## src/rtl/cp0_timer_intc_pkg.sv

```systemverilog
// Shared CP0 timer/interrupt definitions: default parameters, TI routing and Count type.
package cp0_timer_intc_pkg;

    localparam int unsigned DEF_N_EXT_INT   = 6;
    localparam int unsigned DEF_COUNT_W     = 32;
    localparam int unsigned DEF_DIV         = 1;
    localparam int unsigned DEF_SYNC_STAGES = 2;

    // Timer interrupt is ORed onto the highest hardware IP line
    localparam int unsigned TI_IDX = DEF_N_EXT_INT - 1;

    // Prescaler must hold DIV-1 for DIV up to 16
    localparam int unsigned PRESC_W = 4;

    typedef logic [DEF_COUNT_W-1:0] count_t;

endpackage

```

## src/rtl/cp0_timer_intc_sync_chain.sv

```systemverilog
// Multi-bit flop chain synchroniser; STAGES=0 degenerates to a wire.
module cp0_timer_intc_sync_chain #(
    parameter int unsigned WIDTH  = 1,
    parameter int unsigned STAGES = 2
) (
    input  logic             clk,
    input  logic             resetn,
    input  logic [WIDTH-1:0] d,
    output logic [WIDTH-1:0] q
);

    if (STAGES == 0) begin : g_bypass
        assign q = d;
    end else begin : g_chain
        logic [WIDTH-1:0] stage [STAGES];

        always_ff @(posedge clk or negedge resetn) begin
            if (!resetn) begin
                for (int i = 0; i < int'(STAGES); i++) stage[i] <= '0;
            end else begin
                stage[0] <= d;
                for (int i = 1; i < int'(STAGES); i++) stage[i] <= stage[i-1];
            end
        end

        assign q = stage[STAGES-1];
    end

endmodule

```

## src/rtl/cp0_timer_intc.sv

```systemverilog
// CP0 Count/Compare timer with Cause.TI, external interrupt synchronisation
// and the masked interrupt request sampled by the core at commit.
module cp0_timer_intc
    import cp0_timer_intc_pkg::*;
#(
    parameter int unsigned N_EXT_INT   = DEF_N_EXT_INT,
    parameter int unsigned COUNT_W     = DEF_COUNT_W,
    parameter int unsigned DIV         = DEF_DIV,
    parameter int unsigned SYNC_STAGES = DEF_SYNC_STAGES
) (
    input  logic                 clk,
    input  logic                 resetn,
    input  logic [N_EXT_INT-1:0] ext_int,
    input  logic                 count_we,
    input  logic                 compare_we,
    input  logic [COUNT_W-1:0]   wdata,
    input  logic                 status_ie,
    input  logic                 status_exl,
    input  logic [N_EXT_INT+1:0] status_im,
    input  logic [1:0]           cause_ip_sw,
    output logic [COUNT_W-1:0]   count,
    output logic [COUNT_W-1:0]   compare,
    output logic                 ti,
    output logic [N_EXT_INT-1:0] ip_hw,
    output logic                 irq
);

    localparam int unsigned TI_BIT = N_EXT_INT - 1;

    logic [PRESC_W-1:0]   presc;
    logic                 tick;
    logic [COUNT_W-1:0]   count_inc;
    logic                 ti_set;
    logic [N_EXT_INT-1:0] ext_sync;

    assign tick      = (presc == PRESC_W'(DIV - 1));
    assign count_inc = count + COUNT_W'(1);
    // Only a tick-driven increment can raise TI; an MTC0 Count write never does
    assign ti_set    = tick && !count_we && (count_inc == compare);

    // Prescaler restarts on a Count write so the next tick is a full DIV period away
    always_ff @(posedge clk or negedge resetn) begin
        if (!resetn) begin
            presc <= '0;
        end else if (count_we || tick) begin
            presc <= '0;
        end else begin
            presc <= presc + PRESC_W'(1);
        end
    end

    always_ff @(posedge clk or negedge resetn) begin
        if (!resetn) begin
            count   <= '0;
            compare <= '0;
            ti      <= 1'b0;
        end else begin
            if (count_we) begin
                count <= wdata;
            end else if (tick) begin
                count <= count_inc;
            end

            if (compare_we) begin
                compare <= wdata;
            end

            // Compare write wins over a same-cycle match; TI is otherwise sticky
            if (compare_we) begin
                ti <= 1'b0;
            end else if (ti_set) begin
                ti <= 1'b1;
            end
        end
    end

    cp0_timer_intc_sync_chain #(
        .WIDTH  (N_EXT_INT),
        .STAGES (SYNC_STAGES)
    ) u_sync (
        .clk    (clk),
        .resetn (resetn),
        .d      (ext_int),
        .q      (ext_sync)
    );

    assign ip_hw = ext_sync | (N_EXT_INT'(ti) << TI_BIT);
    assign irq   = status_ie && !status_exl && (|({ip_hw, cause_ip_sw} & status_im));

endmodule
```

## config.mk

```make
export PLATFORM = sky130hd
export DESIGN_NAME = cp0_timer_intc
export DESIGN_NICKNAME = d
export VERILOG_FILES = /design/src/rtl/cp0_timer_intc_pkg.sv /design/src/rtl/cp0_timer_intc_sync_chain.sv /design/src/rtl/cp0_timer_intc.sv
export SDC_FILE = /design/constraint.sdc
export NUM_CORES = 1
export LEC_CHECK = 0
export CAP_MARGIN = 20
export CORE_MARGIN = 5
export CORE_UTILIZATION = 45
export DETAILED_ROUTE_END_ITERATION = 10
export GPL_ROUTABILITY_DRIVEN = 0
export PLACE_DENSITY_LB_ADDON = 0.2
export SYNTH_ARGS = -nofsm -noshare
export SYNTH_HDL_FRONTEND = slang
export SYNTH_SLANG_ARGS = --single-unit
```

## constraint.sdc

```tcl
create_clock -name clk -period 3.8 [get_ports clk]
set_clock_uncertainty 0.15 [all_clocks]
set_input_delay 0.95 -clock clk [delete_from_list [all_inputs] [get_ports clk]]
set_output_delay 0.95 -clock clk [all_outputs]
set_load 0.05 [all_outputs]
```

==> results of run 1 <==
## synthesized netlist by cell type (all sizes together) (3+ instances only)
| library cell | number |
|---|---|
| a21oi | 7 |
| xor2 | 32 |
| nand2 | 60 |
| nor3 | 15 |
| or3 | 4 |
| dfrtp | 81 |
| nor2 | 20 |
| xnor2 | 46 |
| nand4 | 19 |
| a31oi | 3 |
| inv | 6 |
| or2 | 3 |
| nor2b | 3 |
| mux2 | 31 |
| buf | 12 |
| nand3 | 14 |
| nor3b | 3 |
| clkbuf | 17 |
| ha | 3 |
| nor4 | 10 |
| o21ai | 39 |
## layer usage
| layer | up-vias | wire, um |
|---|---|---|
| li1 | 1804 | - |
| met1 | 1781 | 5140 |
| met2 | 131 | 5410 |
| met4 | 0 | 136 |
| met3 | 10 | 871 |
| met5 | - | 0 |
## cell families (layout without fill, tap and decap cells)
group	after synthesis	count (layout)	share of synthesized area, %
xor+xnor	78	78	15.3
flops	81	81	45.3
buf+inv	35	149	3.64
simple gates	161	161	18.1
fa+ha+maj	3	3	0.839
mux	33	33	8.25
compound gates	64	64	8.62
## critical path, cell delays in order
cell and delay, ns:
clkdlybuf4s50_1 0.46, a22o_1 0.13, a221oi_1 0.05, a311oi_1 0.44, buf_12 0.20
## power by group
| part | internal [mW] | switching (mW) | leakage [nW] |
|---|---|---|---|
| combinational | 0.312 | 0.454 | 1.20 |
| sequential | 0.935 | 0.113 | 0.972 |
| clock | 0.299 | 0.302 | 0.0844 |
| total | 1.55 | 0.869 | 2.26 |
## through the flow
stage	hold WS [ns]	cells	setup WS, ns	total power, mW
after floorplan	0.181	455	0.313	1.54
after global placement	0.182	686	0.492	1.82
after detailed placement	0.189	686	0.463	1.83
after CTS	0.207	701	0.455	2.44
after global routing	0.211	702	0.314	2.53
final	0.202	702	0.472	2.41
## worst max-delay path by stage
stage	from	end	slack [ns]	cells past startpoint
4_1_cts	cause_ip_sw[1]	irq	0.45	5
2_1_floorplan	cause_ip_sw[1]	irq	0.31	3
3_5_place_dp	cause_ip_sw[1]	irq	0.46	5
6_report	cause_ip_sw[1]	irq	0.47	5
5_1_grt	count[0]	ti	0.31	8
3_3_place_gp	cause_ip_sw[1]	irq	0.49	5
## final cells by class
type / instances / share of cell area (%)
clock buffer: 10 / 2.14
clock inverter: 5 / 0.964
inverter: 6 / 0.377
multi-input combinational: 339 / 38.2
sequential: 81 / 33.9
tap: 133 / 2.79
timing repair buffer: 128 / 21.6
## state kept, by name, indices dropped and copies added (netlist names)
signal / cells
compare: 32
u_sync.g_chain.stage: 6
ti: 1
presc: 4
count: 32
u_sync.q: 6
==> impl_metrics.env, run 1 <==
export IMPL_coreArea_um2=9730
export IMPL_synth_net_count=512
export IMPL_grt_pass1_vias=3797
export IMPL_synth_top_cell_area_share_pct=45.3
export IMPL_finalCritPeriodShare_pct=87.6
export IMPL_grt_pass1_wl_um=18900
export IMPL_start_util_pct=46.0
export IMPL_multiInputGateArea_um2=2280
export IMPL_yosys_area_top_type="dfrtp_1"
export IMPL_numClockSinks=81
export IMPL_crit_required_ns=2.70
export IMPL_final_cell_mix="clkdlybuf4s50_1, dfrtp_1, nand2_1, xnor2_1, o21ai_0"
export IMPL_holdPathStages=0
export IMPL_place_hpwl_um=8500
export IMPL_cts_resized=0
export IMPL_synth_seq_cells=81
export IMPL_crit_type="input port to output pin"
export IMPL_grt_max_degree=82
export IMPL_placementRows=36
export IMPL_ys_types=50
export IMPL_final_nets=622
export IMPL_fillers=853
export IMPL_synth_avg_cell_area_um2=9.83
export IMPL_dieArea_um2=12000
export IMPL_leakage_nw=2.26
export IMPL_synthTopCellsByArea="dfrtp_1, xnor2_1, mux2_2"
export IMPL_cts_tree="yes"
export IMPL_fin_util_pct=61.4
export IMPL_cts_hold_buffers=0
export IMPL_maxCapViolations=0
export IMPL_pin_count=126
export IMPL_rr_worst_depth=8
export IMPL_cts_clk_slew_worst_paths_ns=0.07
export IMPL_port_buffers=125
export IMPL_insertion_delay_ns=0.35
export IMPL_arrival_ns=2.23
export IMPL_cts_root_buffer="clkbuf_8"
export IMPL_drc=0
export IMPL_placed_area_um2=5770
export IMPL_vias_per_cell=5.31
export IMPL_p_per_area_nw_per_um2=404
export IMPL_antenna_found_initial=0
export IMPL_hold_class="register to register"
export IMPL_wl_um=11600
export IMPL_status="finished, final reports clean"
export IMPL_rrSetupSlack_ns=0.56
export IMPL_synth_flop_cell="dfrtp_1"
export IMPL_relSlewSlack_pct=49.8
export IMPL_final_layout_size_suffix_gt1_share_pct=10.4
export IMPL_slew_viol_final=0
export IMPL_numCtsBuffers=9
export IMPL_tightest_slew_ns=0.746
export IMPL_hold_path_endpoint="u_sync.q[2]"
export IMPL_die_w_um=110
export IMPL_gr_usage_met2_pct=32.6
export IMPL_track_usage_pct=20.0
export IMPL_layout_commonest_cell="clkdlybuf4s50_1"
export IMPL_grt_setup_unrepaired="false"
export IMPL_postCtsSetupRepairBufs=0
export IMPL_fp_dieH_um=110
export IMPL_synth_seq_area_share_pct=45.3
export IMPL_worstSetupEndpointType="output pin"
export IMPL_grt_use_met1_pct=26.2
export IMPL_critPathMaxFanout=1
export IMPL_cts_buffer_depth=2
export IMPL_syn_to_final_growth_pct=33.5
export IMPL_antenna_cells=0
export IMPL_seqCellArea_um2=2030
export IMPL_synth_edf_count=0
export IMPL_setup_viol=0
export IMPL_grt_overflow=0
export IMPL_drtPass1Iterations=5
export IMPL_postRouteAntennaNets=0
export IMPL_gr_usage_met3_pct=6.11
export IMPL_vdd_ir_drop_worst_v=0.000189
export IMPL_finalHoldViolCount=0
export IMPL_cts_max_level=3
export IMPL_routedWlPerCell_um=16.5
export IMPL_synth_cells=455
export IMPL_reg2reg_to="ti"
export IMPL_r2r_start="count[0]"
export IMPL_yosys_warnings=0
export IMPL_synth_async_reset_ratio_pct=100
export IMPL_drt_initial_drc_count=136
export IMPL_worstSetupStartpointType="input port"
export IMPL_clock_fmax_mhz=301
export IMPL_min_from="u_sync.g_chain.stage[8]"
export IMPL_busiest_layer="met2"
export IMPL_num_vias=3726
export IMPL_min_period_ns=3.33
export IMPL_fin_area_um2=5970
export IMPL_netlist_area_um2=4470
export IMPL_fin_setup_tns_ns=0
Power figures use the tool's default switching activity.
==> inputs of run 2 (changes only) <==
Settings changed: CAP_MARGIN 20 to default, SLEW_MARGIN from default to 20.
==> run 2 against run 1 <==
Net effect:
- cell area down 0.27%
- register-to-register slack improved by 0.04 ns
- critical path depth unchanged
- flip-flop and latch count did not move
- worst hold slack about the same
- via count fell by 0.13%
- combinational power about the same
- cell count fell by 0.14%
- utilization is 0.17 points lower
==> impl_metrics.env, run 2 (same netlist as run 1, synthesis figures left out) <==
export IMPL_tightest_slew_ns=0.732
export IMPL_pin_count=126
export IMPL_critPathMaxFanout=1
export IMPL_grt_setup_unrepaired="false"
export IMPL_fp_dieH_um=110
export IMPL_postLayoutSetupSlackWorst_ns=0.472
export IMPL_cts_hold_buffers=0
export IMPL_cts_tree="yes"
export IMPL_cts_resized=0
export IMPL_dp_slack_ns=0.463
export IMPL_track_usage_pct=20.0
export IMPL_hold_class="register to register"
export IMPL_p_per_area_nw_per_um2=405
export IMPL_drtPass1Iterations=4
export IMPL_syn_to_final_growth_pct=33.2
export IMPL_worstSetupStartpointType="input port"
export IMPL_cts_root_buffer="clkbuf_8"
export IMPL_crit_type="input port to output pin"
export IMPL_reg_top3="compare (32), count (32)"
export IMPL_finalHoldViolCount=0
export IMPL_maxCapViolations=0
export IMPL_vias_per_cell=5.31
export IMPL_routedWlPerCell_um=16.4
export IMPL_numCtsBuffers=9
export IMPL_placementRows=36
export IMPL_final_nets=621
export IMPL_finalCritPeriodShare_pct=87.6
export IMPL_setup_viol=0
export IMPL_clock_fmax_mhz=301
export IMPL_grt_max_degree=82
export IMPL_fin_setup_tns_ns=0
export IMPL_min_period_ns=3.33
export IMPL_dieArea_um2=12000
export IMPL_status="finished, final reports clean"
export IMPL_relSlewSlack_pct=50.7
export IMPL_die_w_um=110
export IMPL_critPathSlowestCell="clkdlybuf4s50_1"
export IMPL_crit_chain="clkdlybuf4s50_1, a22o_1, a221oi_1, a311oi_1, buf_12"
export IMPL_grt_overflow=0
export IMPL_place_hpwl_um=8500
export IMPL_port_buffers=125
export IMPL_coreArea_um2=9730
export IMPL_crit_required_ns=2.70
export IMPL_slowest_delay_ns=0.46
export IMPL_grt_pass1_wl_um=18900
export IMPL_arrival_ns=2.23
export IMPL_wl_um=11500
export IMPL_cts_max_level=3
export IMPL_final_layout_size_suffix_gt1_share_pct=10.2
export IMPL_layout_commonest_cell="clkdlybuf4s50_1"
export IMPL_final_cell_mix="clkdlybuf4s50_1, dfrtp_1, nand2_1, xnor2_1, o21ai_0"
export IMPL_leakage_nw=2.25
export IMPL_postCtsSetupRepairBufs=0
export IMPL_drt_initial_drc_count=188
export IMPL_postRouteAntennaNets=0
export IMPL_drc=0
export IMPL_num_vias=3721
export IMPL_antenna_cells=0
export IMPL_cts_clk_slew_worst_paths_ns=0.07
export IMPL_start_util_pct=46.0
export IMPL_grt_pass1_vias=3797
export IMPL_slew_viol_final=0
export IMPL_antenna_found_initial=0
export IMPL_insertion_delay_ns=0.35
export IMPL_numClockSinks=81
export IMPL_vdd_ir_drop_worst_v=0.000189
export IMPL_worstSetupEndpointType="output pin"
export IMPL_cts_buffer_depth=2
[run 2: per-layer routing]
layer	wire, um	up-vias	global-route usage [%]
met3	900	12	6.11
met2	5400	129	32.6
li1	-	1801	-
met1	5080	1779	26.2
met5	0	-	0
met4	139	0	4.81
[run 2: area by class of cell]
cell class                      count  area [um2]
Tap cell                          133         166
Multi-Input combinational cell    339        2280
Clock inverter                      5        57.6
Sequential cell                    81        2030
Clock buffer                       10         128
Inverter                            6        22.5
Timing Repair Buffer              127        1270
Fill cell                         856        3770
[run 2: stage by stage]
step	std cells	power [mW]	cell area [um2]	util [%]	hold WS, ns
floorplan	455	1.54	4470	-	0.181
global placement	686	1.82	5770	59.3	0.182
detailed placement	686	1.83	5770	59.3	0.189
CTS	701	2.44	5950	61.2	0.207
global route	701	2.53	5960	61.2	0.211
finish	701	2.41	5960	61.2	0.202
[run 2: report_power, final]
part	total [mW]	leakage, nW	internal [mW]	switching, mW
clock network	0.602	0.0844	0.299	0.304
logic	0.763	1.19	0.310	0.453
registers	1.05	0.972	0.935	0.113
[run 2: worst paths after layout]
| path | start | end | slack, ns | cells after the start |
|---|---|---|---|---|
| worst max register to register | count[0] | ti | 0.60 | 8 |
| min in group asynchronous | resetn | compare[1] | 0.48 | 1 |
| max in group asynchronous | resetn | compare[28] | 2.53 | 1 |
| worst min-delay path | u_sync.g_chain.stage[8] | u_sync.q[2] | 0.20 | 0 |
| worst min register to register | u_sync.g_chain.stage[8] | u_sync.q[2] | 0.20 | 0 |
| worst max-delay path | cause_ip_sw[1] | irq | 0.47 | 5 |
[run 2: critical path, delay by kind of cell]
family                 cells  cell delay, ns
AOI/OAI and AO/OA          3            0.62
buffers and inverters      2            0.66
